--- src/rtl/alu_request_arbiter_pkg.sv ---
// Shared definitions for the ALU request arbiter and the ALU function decoder.
package alu_request_arbiter_pkg;

    localparam int unsigned ALU_DATA_W = 32;
    localparam int unsigned ALU_FUNC_W = 6;

    // ALU function codes; bit 5 marks floating-point operations.
    localparam logic [ALU_FUNC_W-1:0] FUNC_ADD  = 6'b000000;
    localparam logic [ALU_FUNC_W-1:0] FUNC_SUB  = 6'b000001;
    localparam logic [ALU_FUNC_W-1:0] FUNC_AND  = 6'b000100;
    localparam logic [ALU_FUNC_W-1:0] FUNC_OR   = 6'b000101;
    localparam logic [ALU_FUNC_W-1:0] FUNC_XOR  = 6'b000110;
    localparam logic [ALU_FUNC_W-1:0] FUNC_SLL  = 6'b001000;
    localparam logic [ALU_FUNC_W-1:0] FUNC_SRL  = 6'b001001;
    localparam logic [ALU_FUNC_W-1:0] FUNC_MUL  = 6'b010000;
    localparam logic [ALU_FUNC_W-1:0] FUNC_DIV  = 6'b010100;
    localparam logic [ALU_FUNC_W-1:0] FUNC_FADD = 6'b100000;
    localparam logic [ALU_FUNC_W-1:0] FUNC_FMUL = 6'b100010;
    localparam logic [ALU_FUNC_W-1:0] FUNC_FDIV = 6'b100100;

    // Arbiter FSM state encoding.
    typedef enum logic [2:0] {
        ST_IDLE   = 3'd0,
        ST_ISSUE  = 3'd1,
        ST_SETTLE = 3'd2,
        ST_WAIT   = 3'd3,
        ST_RESP   = 3'd4
    } arb_state_e;

    // Operation payload as seen by the ALU.
    typedef struct packed {
        logic [ALU_FUNC_W-1:0] funk;
        logic [ALU_DATA_W-1:0] daten1;
        logic [ALU_DATA_W-1:0] daten2;
    } alu_op_t;

    // True for floating-point function codes.
    function automatic logic is_float_op(input logic [ALU_FUNC_W-1:0] funk);
        return funk[ALU_FUNC_W-1];
    endfunction

endpackage

--- src/rtl/rr_arbiter2.sv ---
// Two-way round-robin grant with a single pointer bit.
module rr_arbiter2 (
    input  logic       clk,
    input  logic       rst,
    input  logic [1:0] valid,
    input  logic       accept,
    output logic [1:0] grant_c
);

    logic ptr;

    // Sole requester wins; a contested grant goes to the pointer.
    always_comb begin
        grant_c = 2'b00;
        if (valid == 2'b11) begin
            grant_c = ptr ? 2'b10 : 2'b01;
        end else begin
            grant_c = valid;
        end
    end

    // Pointer moves to the other requester after a contested grant.
    always_ff @(posedge clk) begin
        if (rst) begin
            ptr <= 1'b0;
        end else if (accept && (valid == 2'b11)) begin
            ptr <= ~ptr;
        end
    end

endmodule

--- src/rtl/alu_request_arbiter.sv ---
// Shares one multi-cycle ALU between the instruction pipeline (0) and the
// auxiliary unit (1); issues one op at a time and recovers a hung ALU.
module alu_request_arbiter
    import alu_request_arbiter_pkg::*;
#(
    parameter int unsigned DATA_W      = ALU_DATA_W,
    parameter int unsigned FUNC_W      = ALU_FUNC_W,
    parameter int unsigned TIMEOUT_CYC = 64
) (
    input  logic              Clock,
    input  logic              Reset,
    input  logic              Req0Valid,
    output logic              Req0Ready,
    input  logic [FUNC_W-1:0] Req0Funk,
    input  logic [DATA_W-1:0] Req0Daten1,
    input  logic [DATA_W-1:0] Req0Daten2,
    input  logic              Req1Valid,
    output logic              Req1Ready,
    input  logic [FUNC_W-1:0] Req1Funk,
    input  logic [DATA_W-1:0] Req1Daten1,
    input  logic [DATA_W-1:0] Req1Daten2,
    output logic              Resp0Valid,
    input  logic              Resp0Ready,
    output logic [DATA_W-1:0] Resp0Ergeb,
    output logic              Resp0Fehler,
    output logic              Resp1Valid,
    input  logic              Resp1Ready,
    output logic [DATA_W-1:0] Resp1Ergeb,
    output logic              Resp1Fehler,
    output logic [DATA_W-1:0] AluDaten1,
    output logic [DATA_W-1:0] AluDaten2,
    output logic [FUNC_W-1:0] AluFunk,
    output logic              AluStart,
    output logic              AluReset,
    input  logic              AluFertig,
    input  logic [DATA_W-1:0] AluErgebnis,
    output logic              Busy
);

    localparam int unsigned CNT_W = $clog2(TIMEOUT_CYC + 1);

    arb_state_e        state;
    arb_state_e        state_next;
    logic [1:0]        req_valid;
    logic [1:0]        grant_c;
    logic              accept;
    logic              owner;
    logic              owner_ready;
    logic [CNT_W-1:0]  wait_cnt;
    logic              timeout_hit;
    logic [DATA_W-1:0] result;
    logic              fehler;
    logic              start_d;
    logic              alu_reset_d;
    logic [1:0]        resp_valid_d;
    logic              busy_d;

    assign req_valid   = {Req1Valid, Req0Valid};
    assign accept      = (state == ST_IDLE) && (req_valid != 2'b00);
    assign Req0Ready   = (state == ST_IDLE) && grant_c[0];
    assign Req1Ready   = (state == ST_IDLE) && grant_c[1];
    assign owner_ready = owner ? Resp1Ready : Resp0Ready;
    assign timeout_hit = (state == ST_WAIT) && !AluFertig
                         && (wait_cnt == CNT_W'(TIMEOUT_CYC - 1));

    // Result port registers are shared; only the owner's Valid is raised.
    assign Resp0Ergeb  = result;
    assign Resp1Ergeb  = result;
    assign Resp0Fehler = fehler;
    assign Resp1Fehler = fehler;

    rr_arbiter2 u_rr_arbiter2 (
        .clk     (Clock),
        .rst     (Reset),
        .valid   (req_valid),
        .accept  (accept),
        .grant_c (grant_c)
    );

    // State register.
    always_ff @(posedge Clock) begin
        if (Reset) begin
            state <= ST_IDLE;
        end else begin
            state <= state_next;
        end
    end

    // Next state and next values of the registered control outputs.
    always_comb begin
        state_next   = state;
        start_d      = 1'b0;
        alu_reset_d  = 1'b0;
        resp_valid_d = 2'b00;
        unique case (state)
            ST_IDLE: begin
                if (accept) begin
                    state_next = ST_ISSUE;
                    start_d    = 1'b1;
                end
            end
            ST_ISSUE:  state_next = ST_SETTLE;
            ST_SETTLE: state_next = ST_WAIT;
            ST_WAIT: begin
                if (AluFertig) begin
                    state_next = ST_RESP;
                end else if (timeout_hit) begin
                    state_next  = ST_RESP;
                    alu_reset_d = 1'b1;
                end
            end
            ST_RESP: begin
                if (owner_ready) begin
                    state_next = ST_IDLE;
                end
            end
            default: state_next = ST_IDLE;
        endcase
        if (state_next == ST_RESP) begin
            resp_valid_d = owner ? 2'b10 : 2'b01;
        end
        busy_d = (state_next != ST_IDLE);
    end

    // Registered control outputs.
    always_ff @(posedge Clock) begin
        if (Reset) begin
            AluStart   <= 1'b0;
            AluReset   <= 1'b0;
            Resp0Valid <= 1'b0;
            Resp1Valid <= 1'b0;
            Busy       <= 1'b0;
        end else begin
            AluStart   <= start_d;
            AluReset   <= alu_reset_d;
            Resp0Valid <= resp_valid_d[0];
            Resp1Valid <= resp_valid_d[1];
            Busy       <= busy_d;
        end
    end

    // Operand latch; held from ISSUE until the next accept.
    always_ff @(posedge Clock) begin
        if (Reset) begin
            owner     <= 1'b0;
            AluFunk   <= '0;
            AluDaten1 <= '0;
            AluDaten2 <= '0;
        end else if (accept) begin
            owner <= grant_c[1];
            if (grant_c[1]) begin
                AluFunk   <= Req1Funk;
                AluDaten1 <= Req1Daten1;
                AluDaten2 <= Req1Daten2;
            end else begin
                AluFunk   <= Req0Funk;
                AluDaten1 <= Req0Daten1;
                AluDaten2 <= Req0Daten2;
            end
        end
    end

    // WAIT-cycle counter: cleared in SETTLE, saturating in WAIT.
    always_ff @(posedge Clock) begin
        if (Reset) begin
            wait_cnt <= '0;
        end else if (state == ST_SETTLE) begin
            wait_cnt <= '0;
        end else if ((state == ST_WAIT) && (wait_cnt != CNT_W'(TIMEOUT_CYC))) begin
            wait_cnt <= wait_cnt + CNT_W'(1);
        end
    end

    // Result capture on completion or abort; held through RESP.
    always_ff @(posedge Clock) begin
        if (Reset) begin
            result <= '0;
            fehler <= 1'b0;
        end else if ((state == ST_WAIT) && AluFertig) begin
            result <= AluErgebnis;
            fehler <= 1'b0;
        end else if (timeout_hit) begin
            result <= '0;
            fehler <= 1'b1;
        end
    end

endmodule

--- config.mk ---
export PLATFORM = sky130hd
export DESIGN_NAME = alu_request_arbiter
export DESIGN_NICKNAME = d
export VERILOG_FILES = /design/src/rtl/alu_request_arbiter_pkg.sv /design/src/rtl/rr_arbiter2.sv /design/src/rtl/alu_request_arbiter.sv
export SDC_FILE = /design/constraint.sdc
export NUM_CORES = 1
export LEC_CHECK = 0
export ABC_AREA = 1
export CORE_ASPECT_RATIO = 0.75
export CORE_UTILIZATION = 36
export CTS_BUF_LIST = sky130_fd_sc_hd__clkbuf_8 sky130_fd_sc_hd__clkbuf_16
export DETAILED_ROUTE_END_ITERATION = 16
export PLACE_DENSITY = 0.78
export SLEW_MARGIN = 20
export SYNTH_ARGS = -nofsm -noshare
export SYNTH_HDL_FRONTEND = slang
export SYNTH_SLANG_ARGS = --single-unit
--- constraint.sdc ---
create_clock -name Clock -period 1.5 [get_ports Clock]
set_clock_uncertainty 0.1 [all_clocks]
set_input_delay 0.3 -clock Clock [delete_from_list [all_inputs] [get_ports Clock]]
set_output_delay 0.3 -clock Clock [all_outputs]
set_load 0.02 [all_outputs]
==> results of run 1 <==
[per-layer routing]
layer	wire length, um	vias to the layer above	global-route usage
met5	0	-	0
met4	522	0	0.09252
met3	1545	36	0.07927
met2	10190	259	0.3972
met1	9769	3057	0.2982
li1	-	3356	-
[logic make-up (layout without fill, tap and decap cells)]
| group | after synthesis | count (layout) | synth area share |
|---|---|---|---|
| AOI/OAI and AO/OA | 119 | 119 | 0.1033 |
| buffers and inverters | 245 | 569 | 0.1888 |
| adders and majority gates | 2 | 2 | 0.004257 |
| xor gates and xnor gates | 3 | 3 | 0.004472 |
| DFF | 120 | 120 | 0.4088 |
| and+or+nand+nor | 415 | 415 | 0.2904 |
[worst paths after layout]
| path | startpoint | end | slack (ns) | depth (start not counted) |
|---|---|---|---|---|
| max | state[0] | Req1Ready | -0.23 | 7 |
| min | Reset | Resp0Ergeb[4] | 0.13 | 2 |
| max reg2reg | state[0] | AluDaten1[9] | -0.02 | 8 |
| min reg2reg | AluDaten1[12] | AluDaten1[12] | 0.36 | 2 |
[worst reg2reg max path: stages, from the launching register on]
cell     delay [ns]
dfxtp_2        0.33
nor2_4         0.10
buf_6          0.11
nand3_4        0.07
inv_2          0.06
buf_4          0.20
buf_12         0.19
nand3_1        0.12
a21oi_1        0.15
[area by class of cell]
| type | count | area [sq um] | area share |
|---|---|---|---|
| repair buffers | 378 | 3714 | 0.3672 |
| multi-input cells | 539 | 2586 | 0.2557 |
| flip-flops and latches | 120 | 2419 | 0.2391 |
| inverters | 162 | 620.6 | 0.06136 |
| clock buffers | 19 | 452.9 | 0.04479 |
| well taps | 210 | 262.8 | 0.02598 |
| clock inverters | 10 | 58.81 | 0.005815 |
[placed cells by master (no fill, tap or decap), drive strengths merged]
cell type,count
nor3,2
xnor2,1
nor2,15
ha,2
inv,163
dfxtp,120
a21oi,116
nand3,113
dlygate4sd2,5
xor2,2
buf,63
clkdlybuf4s50,175
clkinvlp,4
clkinv,5
clkdlybuf4s15,66
bufbuf,2
nand2,285
clkbuf,86
o21ai,3
[where the power goes]
part	total, mW	internal [mW]	switching [mW]	leakage, nW
logic	3.55	1.63	1.92	3.49
registers	3.75	3.55	0.199	0.987
clock network	3.58	2.14	1.43	0.249
[through the flow]
stage	area [sq um]	setup WS (ns)	power [mW]
3_3_place_gp	9271	-0.8043	7.012
4_1_cts	10080	-0.2542	10.65
2_1_floorplan	5877	0.01154	5.430
6_report	10110	-0.2272	10.87
3_5_place_dp	9271	-0.8049	7.066
5_1_grt	10110	-0.2851	11.39
[state kept, by name, indices dropped and copies added (netlist names)]
register	flops
wait_cnt	7
Busy	1
AluDaten1	32
AluDaten2	32
u_rr_arbiter2.ptr	1
owner	1
AluReset	1
Resp0Fehler	1
AluFunk	6
AluStart	1
Resp0Valid	1
state	3
Resp1Valid	1
Resp0Ergeb	32
[timing repair]
item,CTS,global route
cloned,5,6
gates resized for setup,335,163
pin swaps,2,17
setup endpoints to repair,254,223
setup buffers,1,2
==> results.json, run 1 <==
{
  "clock_latency_ns": 0.40,
  "finalNonFillerCells": 1438,
  "start_util": 0.3681,
  "syn_area_sq_um": 5877,
  "end_kind": "output pin",
  "crit_family": "buffers and inverters",
  "syn2layout_area_growth_pct": 72.09,
  "io_pins": 322,
  "synthTopCellsByCount": "nand2_1, inv_1, dfxtp_1",
  "synth_edf_count": 0,
  "crit_slowest_cell": "dfxtp_2",
  "yosys_warnings": 0,
  "n_antenna_cell": 0,
  "cts_hold_buf": 0,
  "routabilityCongestion": 0.8290,
  "numPortBuffers": 321,
  "postSynthAreaPerCell_sq_um": 6.501,
  "wl_per_cell_um": 15.32,
  "outcome": "complete, but fails checks",
  "grt_max_degree": 40,
  "synth_top_area_cell": "dfxtp_1",
  "yosysSeqAreaShare": 0.4088,
  "clk_pin_slew_worst_paths_ns": 0.06,
  "overflow": 0,
  "cts_max_path_buffers": 2,
  "postSynthCellCount": 904,
  "die_h_um": 112.7,
  "crit_type": "reg -> out",
  "worstMarginPinSlew_ns": 0.3584,
  "slew_viol_final": 0,
  "critPathBufInv": 4,
  "synth_area_leaders": "dfxtp_1, nand2_1, inv_1",
  "core_area_sq_um": 15970,
  "crit_path_max_incr_delay_ns": 0.33,
  "final_nets": 1399,
  "antenna_found_initial": 0,
  "pwr_density_cell_nw_per_um2": 1075,
  "final_core_util": 0.6335,
  "hold_ws_ns": 0.1308,
  "ys_types": 19,
  "required_ns": 1.10,
  "setup-tns-final_ns": -0.4659,
  "fillCellCount": 1431,
  "drive_gt1_frac": 0.2036,
  "grt_pass1_vias": 6289,
  "rsz0062_at_grt": "true",
  "critPathArrivalTime_ns": 1.33,
  "die_w_um": 149.5,
  "dpl.hpwl_mm": 13.80,
  "startpoint_type": "register",
  "critPathMaxFanout": 3,
  "cts.sinks": 120,
  "wirelength_mm": 22.02,
  "ir_drop_mv": 0.9303,
  "async_flop_share": 0,
  "fin_crit_ns": 1.727,
  "drtAntennaViolNets": 0,
  "grt_util_all_layers": 0.2441,
  "root_buffer": "clkbuf_16",
  "violations": "setup timing",
  "hold_viol": 0,
  "tritoncts": "yes",
  "place_inst": 1395,
  "grt_first_pass_wirelength_mm": 31.75,
  "final_min_period_over_clock_period": 1.151,
  "hold_class": "in -> reg",
  "viasPerCell": 4.665,
  "rows": 40,
  "relSlewSlack": 0.7605,
  "drt_first_iter_violations": 387,
  "drv_cap": 0,
  "synth_most_common_cell": "nand2_1",
  "synth.top_cell.area_share": 0.4088,
  "die-area_sq_um": 16850,
  "cp_cell_sequence": "nor2_4 -> buf_6 -> nand3_4 -> inv_2 -> nand2_2 -> inv_2 -> buf_6",
  "syn-num-nets": 1085,
  "drc": 0,
  "finalSetupViolCount": 5,
  "htree_levels": 4,
  "synth_ff_type": "dfxtp_1",
  "first_pass_iters": 5,
  "via_count": 6708,
  "setup_ws_ns": -0.2272,
  "ys_ff_latch": 120,
  "cts_inserted_buffers": 17,
  "max_freq_mhz": 579.0,
  "p_leak_nw": 4.728
}
No activity file was read; power rests on OpenSTA's default activity.
==> inputs of run 2 (changes only) <==
--- a/config.mk
+++ b/config.mk
@@ -6,6 +6,7 @@
 export NUM_CORES = 1
 export LEC_CHECK = 0
 export ABC_AREA = 1
+export CAP_MARGIN = 0
 export CORE_ASPECT_RATIO = 0.75
 export CORE_UTILIZATION = 36
 export CTS_BUF_LIST = sky130_fd_sc_hd__clkbuf_8 sky130_fd_sc_hd__clkbuf_16
==> results of run 2 <==
Final layout, timing and power as in run 1 (identical DEF).
